===== src/rtl/ex_redirect_ctrl.sv =====
// EX-stage redirect controller: turns taken branches / jumps into a flush plus a held PC redirect to IF.
// Optional performance counters are built only when REDIRECT_PERF_EN is defined.
module ex_redirect_ctrl (
  input  logic        clk,
  input  logic        rst_n,
  input  logic        ex_valid,
  input  logic [6:0]  ex_opcode,
  input  logic        ex_branch_taken,
  input  logic [31:0] ex_target,
  input  logic        if_redirect_ready,
  output logic        redirect_valid,
  output logic [31:0] redirect_pc,
  output logic        flush_if_id,
  output logic        flush_id_ex,
  output logic        stall_ex,
  output logic        misalign_err,
  output logic [31:0] perf_redirect_cnt,
  output logic [31:0] perf_branch_cnt
);

  localparam logic [6:0] OP_BRANCH = 7'b1100011;
  localparam logic [6:0] OP_JAL    = 7'b1101111;
  localparam logic [6:0] OP_JALR   = 7'b1100111;

  typedef enum logic {IDLE = 1'b0, PEND = 1'b1} state_t;

  state_t      r_state;
  state_t      w_next_state;
  logic        w_need;
  logic [31:0] w_eff_target;
  logic        w_misaligned;
  logic        w_handshake;
  logic [31:0] r_redirect_pc;
  logic        r_misalign_err;

  assign w_need = ex_valid & (((ex_opcode == OP_BRANCH) & ex_branch_taken) |
                              (ex_opcode == OP_JAL) | (ex_opcode == OP_JALR));

  // jalr discards bit0 of its sum; B/JAL targets are even by construction
  assign w_eff_target = (ex_opcode == OP_JALR) ? {ex_target[31:1], 1'b0} : ex_target;
  assign w_misaligned = w_eff_target[1];
  assign w_handshake  = (r_state == PEND) & if_redirect_ready;

  always_ff @(posedge clk or negedge rst_n) begin
    if (!rst_n) begin
      r_state <= IDLE;
    end else begin
      r_state <= w_next_state;
    end
  end

  always_comb begin
    w_next_state = r_state;
    case (r_state)
      IDLE: if (w_need && !w_misaligned) w_next_state = PEND;
      PEND: if (w_handshake) w_next_state = IDLE;
      default: w_next_state = IDLE;
    endcase
  end

  // Flushes are masked during reset since IDLE would otherwise follow the raw EX inputs
  always_comb begin
    redirect_valid = 1'b0;
    flush_if_id    = 1'b0;
    flush_id_ex    = 1'b0;
    stall_ex       = 1'b0;
    case (r_state)
      IDLE: begin
        flush_if_id = w_need & rst_n;
        flush_id_ex = w_need & rst_n;
      end
      PEND: begin
        redirect_valid = 1'b1;
        stall_ex       = 1'b1;
        flush_if_id    = 1'b1;
      end
      default: ;
    endcase
  end

  always_ff @(posedge clk or negedge rst_n) begin
    if (!rst_n) begin
      r_redirect_pc  <= 32'h0;
      r_misalign_err <= 1'b0;
    end else begin
      r_misalign_err <= (r_state == IDLE) & w_need & w_misaligned;
      if ((r_state == IDLE) && w_need) begin
        r_redirect_pc <= w_eff_target;
      end
    end
  end

  assign redirect_pc  = r_redirect_pc;
  assign misalign_err = r_misalign_err;

`ifdef REDIRECT_PERF_EN
  logic [31:0] r_perf_redirect_cnt;
  logic [31:0] r_perf_branch_cnt;
  logic        w_branch_seen;

  assign w_branch_seen = (r_state == IDLE) & ex_valid & (ex_opcode == OP_BRANCH);

  always_ff @(posedge clk or negedge rst_n) begin
    if (!rst_n) begin
      r_perf_redirect_cnt <= 32'h0;
      r_perf_branch_cnt   <= 32'h0;
    end else begin
      if (w_handshake && (r_perf_redirect_cnt != 32'hFFFF_FFFF)) begin
        r_perf_redirect_cnt <= r_perf_redirect_cnt + 32'd1;
      end
      if (w_branch_seen && (r_perf_branch_cnt != 32'hFFFF_FFFF)) begin
        r_perf_branch_cnt <= r_perf_branch_cnt + 32'd1;
      end
    end
  end

  assign perf_redirect_cnt = r_perf_redirect_cnt;
  assign perf_branch_cnt   = r_perf_branch_cnt;
`else
  assign perf_redirect_cnt = 32'h0;
  assign perf_branch_cnt   = 32'h0;
`endif

endmodule


===== config.mk =====
export PLATFORM = sky130hd
export DESIGN_NAME = ex_redirect_ctrl
export DESIGN_NICKNAME = d
export VERILOG_FILES = /design/src/rtl/ex_redirect_ctrl.sv
export SDC_FILE = /design/constraint.sdc
export NUM_CORES = 1
export LEC_CHECK = 0
export CORE_MARGIN = 1.5
export CORE_UTILIZATION = 31
export DETAILED_ROUTE_END_ITERATION = 6
export PLACE_DENSITY = 0.77
export SETUP_SLACK_MARGIN = 0.5
export SYNTH_ARGS = -nofsm -noshare
export SYNTH_HDL_FRONTEND = slang
export SYNTH_SLANG_ARGS = --single-unit

===== constraint.sdc =====
create_clock -name clk -period 1.4 [get_ports clk]
set_clock_uncertainty 0.05 [all_clocks]
set_input_delay 0.21 -clock clk [delete_from_list [all_inputs] [get_ports clk]]
set_output_delay 0.21 -clock clk [all_outputs]
set_load 0.01 [all_outputs]

* Yosys cells after proc, flatten, opt, wreduce, memory -nomap -nowiden
Cells that the tools add are included. Widths: inputs -> output; s select.
Cells by class: bitwise gates (word level) 9, reduce and logical (&&, ||, !) cells 3, multiplexer cells 7, shift-type cells 0, divide/modulo/power cells 0, $lt $le $gt $ge 0, equal/unequal tests 3, add/subtract/negate cells 0, multiply operators 0
Operators by type and width (number):
- $eq 7x7->1 const B | 3
- $and 1x1->1 | 6
- $mux 1 | 5
- $pmux 1 s2 | 2
- $logic_and 1x1->1 | 2
- $or 1x1->1 | 2
- $logic_not 1->1 | 1
- $not 1->1 | 1
Word-level totals: RAM bits 0, memories 0, register bits 34, latch bits 0, bits in read-only memories 0

* Longest topological paths before layout
depth after elaboration 8, depth in mapped cells 5, gate-level depth less buffers 4

* Worst setup path after synthesis
OpenSTA, ideal clock, no wires.
kind input-to-reg, start input ex_opcode[4], end register r_redirect_pc[13] (netlist: redirect_pc[13]), slack -96 ps, cell stages on the path 5, required time 1225 ps, arrival time 1321 ps, library setup time 125 ps, path through and4b_1 > o2111ai_4 > nor2_8 > buf_12 > mux2_4
On the way: word-level cells in the longest chain between the ends 6
Ends and longest elaborated chain:
- start: declaration | RTL line 7 | input logic [6:0] ex_opcode,
- $eq 7x7->1 | RTL line 36 | assign w_need = ex_valid & (((ex_opcode == OP_BRANCH) & ex_branch_taken) |
- $and 1x1->1 | RTL line 36
- $or 1x1->1 | RTL line 36
- $or 1x1->1 * | RTL line 37 | (ex_opcode == OP_JAL) | (ex_opcode == OP_JALR));
- $and 1x1->1 * | RTL line 36
- $logic_and 1x1->1 * | RTL line 87 | if ((r_state == IDLE) && w_need) begin
- end signal: assignment | RTL line 88 | r_redirect_pc <= w_eff_target;
- end: declaration | RTL line 33 | logic [31:0] r_redirect_pc;
Mark *: on every way between the ends. The rest lies on a longest branch, timed or not. A chain may end at the register's enable or synchronous reset.

* Worst setup path after layout
start register r_state, end register r_redirect_pc[13] (netlist: redirect_pc[13])
On the way: word-level cells in the longest chain between the ends 2
Ends and longest elaborated chain:
- start: declaration | RTL line 27 | state_t r_state;
- start signal: assignment | RTL line 48 | r_state <= w_next_state;
- $not 1->1 | RTL line 87
- $logic_and 1x1->1 | RTL line 87
No other way between the ends.

==> flow_summary.ini <==
[routing]
wl_per_cell_um = 12.2
drc = 0
viasPerCell = 3.80
drtPass1Iterations = 2
num_vias = 1337
first_iter_violations = 7
wirelength_mm = 4.29
antenna_left = 0

[floorplan]
die_area_um2 = 6880
fp-row-count = 28
die_x_um = 82.9
chipHeight_um = 82.9
core_um2 = 6060
start_util_pct = 32.7
pin_count = 145

[yosys]
yosys-top-cells-area = dfrtp_1 (43%), buf_4 (25%), mux2_4 (22%), buf_12 (3.0%), o2111ai_4 (1.3%)
postSynth.asyncResetShare_pct = 100
yosys.area.top_type = dfrtp_1
ys_ff_latch = 34
yosys.area.top_type_share_pct = 43.0
synth_seq_area_share_pct = 43.0
synth_top_family_by_area = buffers and inverters
synth_xor_area_share_pct = 0
synthSimpleGateAreaFrac_pct = 2.72
yosys_most_used_dff = dfrtp_1
syn_area_per_cell_um2 = 13.4
synthMostInstantiatedCell = buf_4
synth_common_cells = buf_4 (65), dfrtp_1 (34), mux2_4 (29), buf_12 (3)
synth_edf_count = 0
synth_cell_types = 17
synth_area_um2 = 1980
synth_mux_area_share_pct = 23.1
synth_fa_ha_area_share_pct = 0
synth_compound_area_share_pct = 2.97
ys_warn_count = 0
synthCells = 148

[clock_network]
cts_root_buf = clkbuf_8
cts_max_path_buffers = 2
cts_sinks = 34
cts.clk_slew.worst_paths_ns = 0.07
cts_inserted_buffers = 5
h-tree-depth = 2
clk_latency_ns = 0.28
cts_tree = yes

[power]
p_leak_nw = 1.62
powerDensity_nw_per_um2 = 1030
vdd_drop_max_mv = 0.604

[setup_path]
cp_data_required_time_ns = 1.52
crit_family = buffers and inverters
reg2reg_slack_ns = -0.12
critPathLaunchType = register
r2r_cells = 6
critPathKind = reg -> reg
crit_path_cell_trace = buf_6 -> nor2_8 -> buf_6 -> buf_12 -> buf_16 -> mux2_4
arrival_ns = 1.64
rr_endpoint = redirect_pc[13]
cp_max_fo = 5
path_buf_inv = 4
cp_slowest_cell = dfrtp_2
max_stage_delay_ns = 0.43
reg2reg_from = r_state
endpoint_kind = register
crit_path_frequent_cell = buf_6

[finish]
finish.utilization_pct = 50.6
final_area_um2 = 3070
fillCellCount = 545
drive_above_1_share_pct = 49.5
diodes = 0
final_nets = 320
seqCellArea_um2 = 852
multiInputGateArea_um2 = 863
areaGrowthSynthToFinish_pct = 54.8

[placed_design]
place_congestion = 0.727
portBuffers = 80
hpwlAfterDp_mm = 2.81
dpl_cell_area_um2 = 2630

[job]
maxCapViolations = 0

[sta]
min_period_ns = 1.52
hold_ws_ns = -0.0816
rsz0062_at_grt = yes
slew_viol_final = 0
min_period_over_period_pct = 108
setup_viol = 33
setup_slack_ns = -0.115
max_freq_ghz = 0.660
hold_viol_final = 34

[global_routing]
overflow = 0
antenna_found_initial = 0
grt_max_degree = 35
grt_pass1_wl_mm = 6.68
grt_usage_pct = 12.1
grt_pass1_vias = 1268

[status]
violations = hold timing, setup timing
status = finished with violations

[min_path]
hold_path_class = in -> async
worst max path at each step:
stage	to	depth (start not counted)	start	slack, ns
final	redirect_pc[13]	6	r_state	-0.12
after global routing	redirect_pc[13]	9	ex_opcode[4]	-0.18
after CTS	redirect_pc[13]	6	r_state	-0.11
after detailed placement	flush_id_ex	5	ex_branch_taken	-0.78
after global placement	flush_id_ex	5	ex_opcode[0]	-0.68
after floorplan	redirect_pc[13]	5	ex_opcode[4]	-0.09
area by class of cell:
cell class              instances  share of cell area (%)
well taps                      75                    3.06
inverters                       2                   0.245
clock inverters                 2                    1.96
multi-input cells             107                    28.2
flip-flops and latches         34                    27.8
repair buffers                126                    36.1
clock buffers                   6                    2.69
where the power goes:
group / internal, mW / switching (mW) / total (mW)
logic: 0.505 / 0.340 / 0.845
registers: 1.13 / 0.0744 / 1.20
clock network: 0.760 / 0.363 / 1.12
registers in the layout (all words and copies together), names as in the netlist:
name / flops
redirect_pc: 32
r_state: 1
misalign_err: 1
placed cells by master (no fill, tap or decap), types with 3 or more instances in the layout:
master	Yosys	final
conb_1	1	64
buf_2	0	38
clkdlybuf4s50_1	0	33
dfrtp_1	34	33
mux2_4	29	31
buf_4	65	25
buf_6	0	19
clkbuf_8	0	6
buf_16	0	3
dlygate4sd2_1	0	3
layer usage:
layer / vias to the layer above / track usage [%] / share of wire [%]
met5: - / 0 / 0
met4: 0 / 3.18 / 1.5
met3: 9 / 3.98 / 8.8
met2: 92 / 20.4 / 50
met1: 621 / 14.9 / 39
li1: 615 / - / -
what timing repair did:
action	CTS	global route
hold endpoints to repair	34	34
endpoints found under the setup margin	71	71
setup buffers	25	10
cloned	3	0
pin swaps	5	0
resized for setup	199	6
kinds of logic after synthesis:
| group | after synthesis |
|---|---|
| other | 1 |
| muxes | 31 |
| DFF | 34 |
| and+or+nand+nor | 6 |
| AOI/OAI and AO/OA | 6 |
| buffers and inverters | 70 |
per-stage QoR:
stage | hold WS, ns | power [mW] | setup TNS, ns | instances | setup slack, ns
2_1_floorplan | -0.136 | 1.71 | -2.63 | 211 | -0.0921
3_3_place_gp | 0.235 | 2.04 | -19.62 | 306 | -0.681
3_5_place_dp | 0.245 | 2.06 | -20.99 | 306 | -0.779
4_1_cts | -0.0671 | 3.14 | -2.57 | 342 | -0.109
5_1_grt | -0.0404 | 3.32 | -4.80 | 352 | -0.181
6_report | -0.0816 | 3.17 | -2.74 | 352 | -0.115
Power figures use the tool's default switching activity.
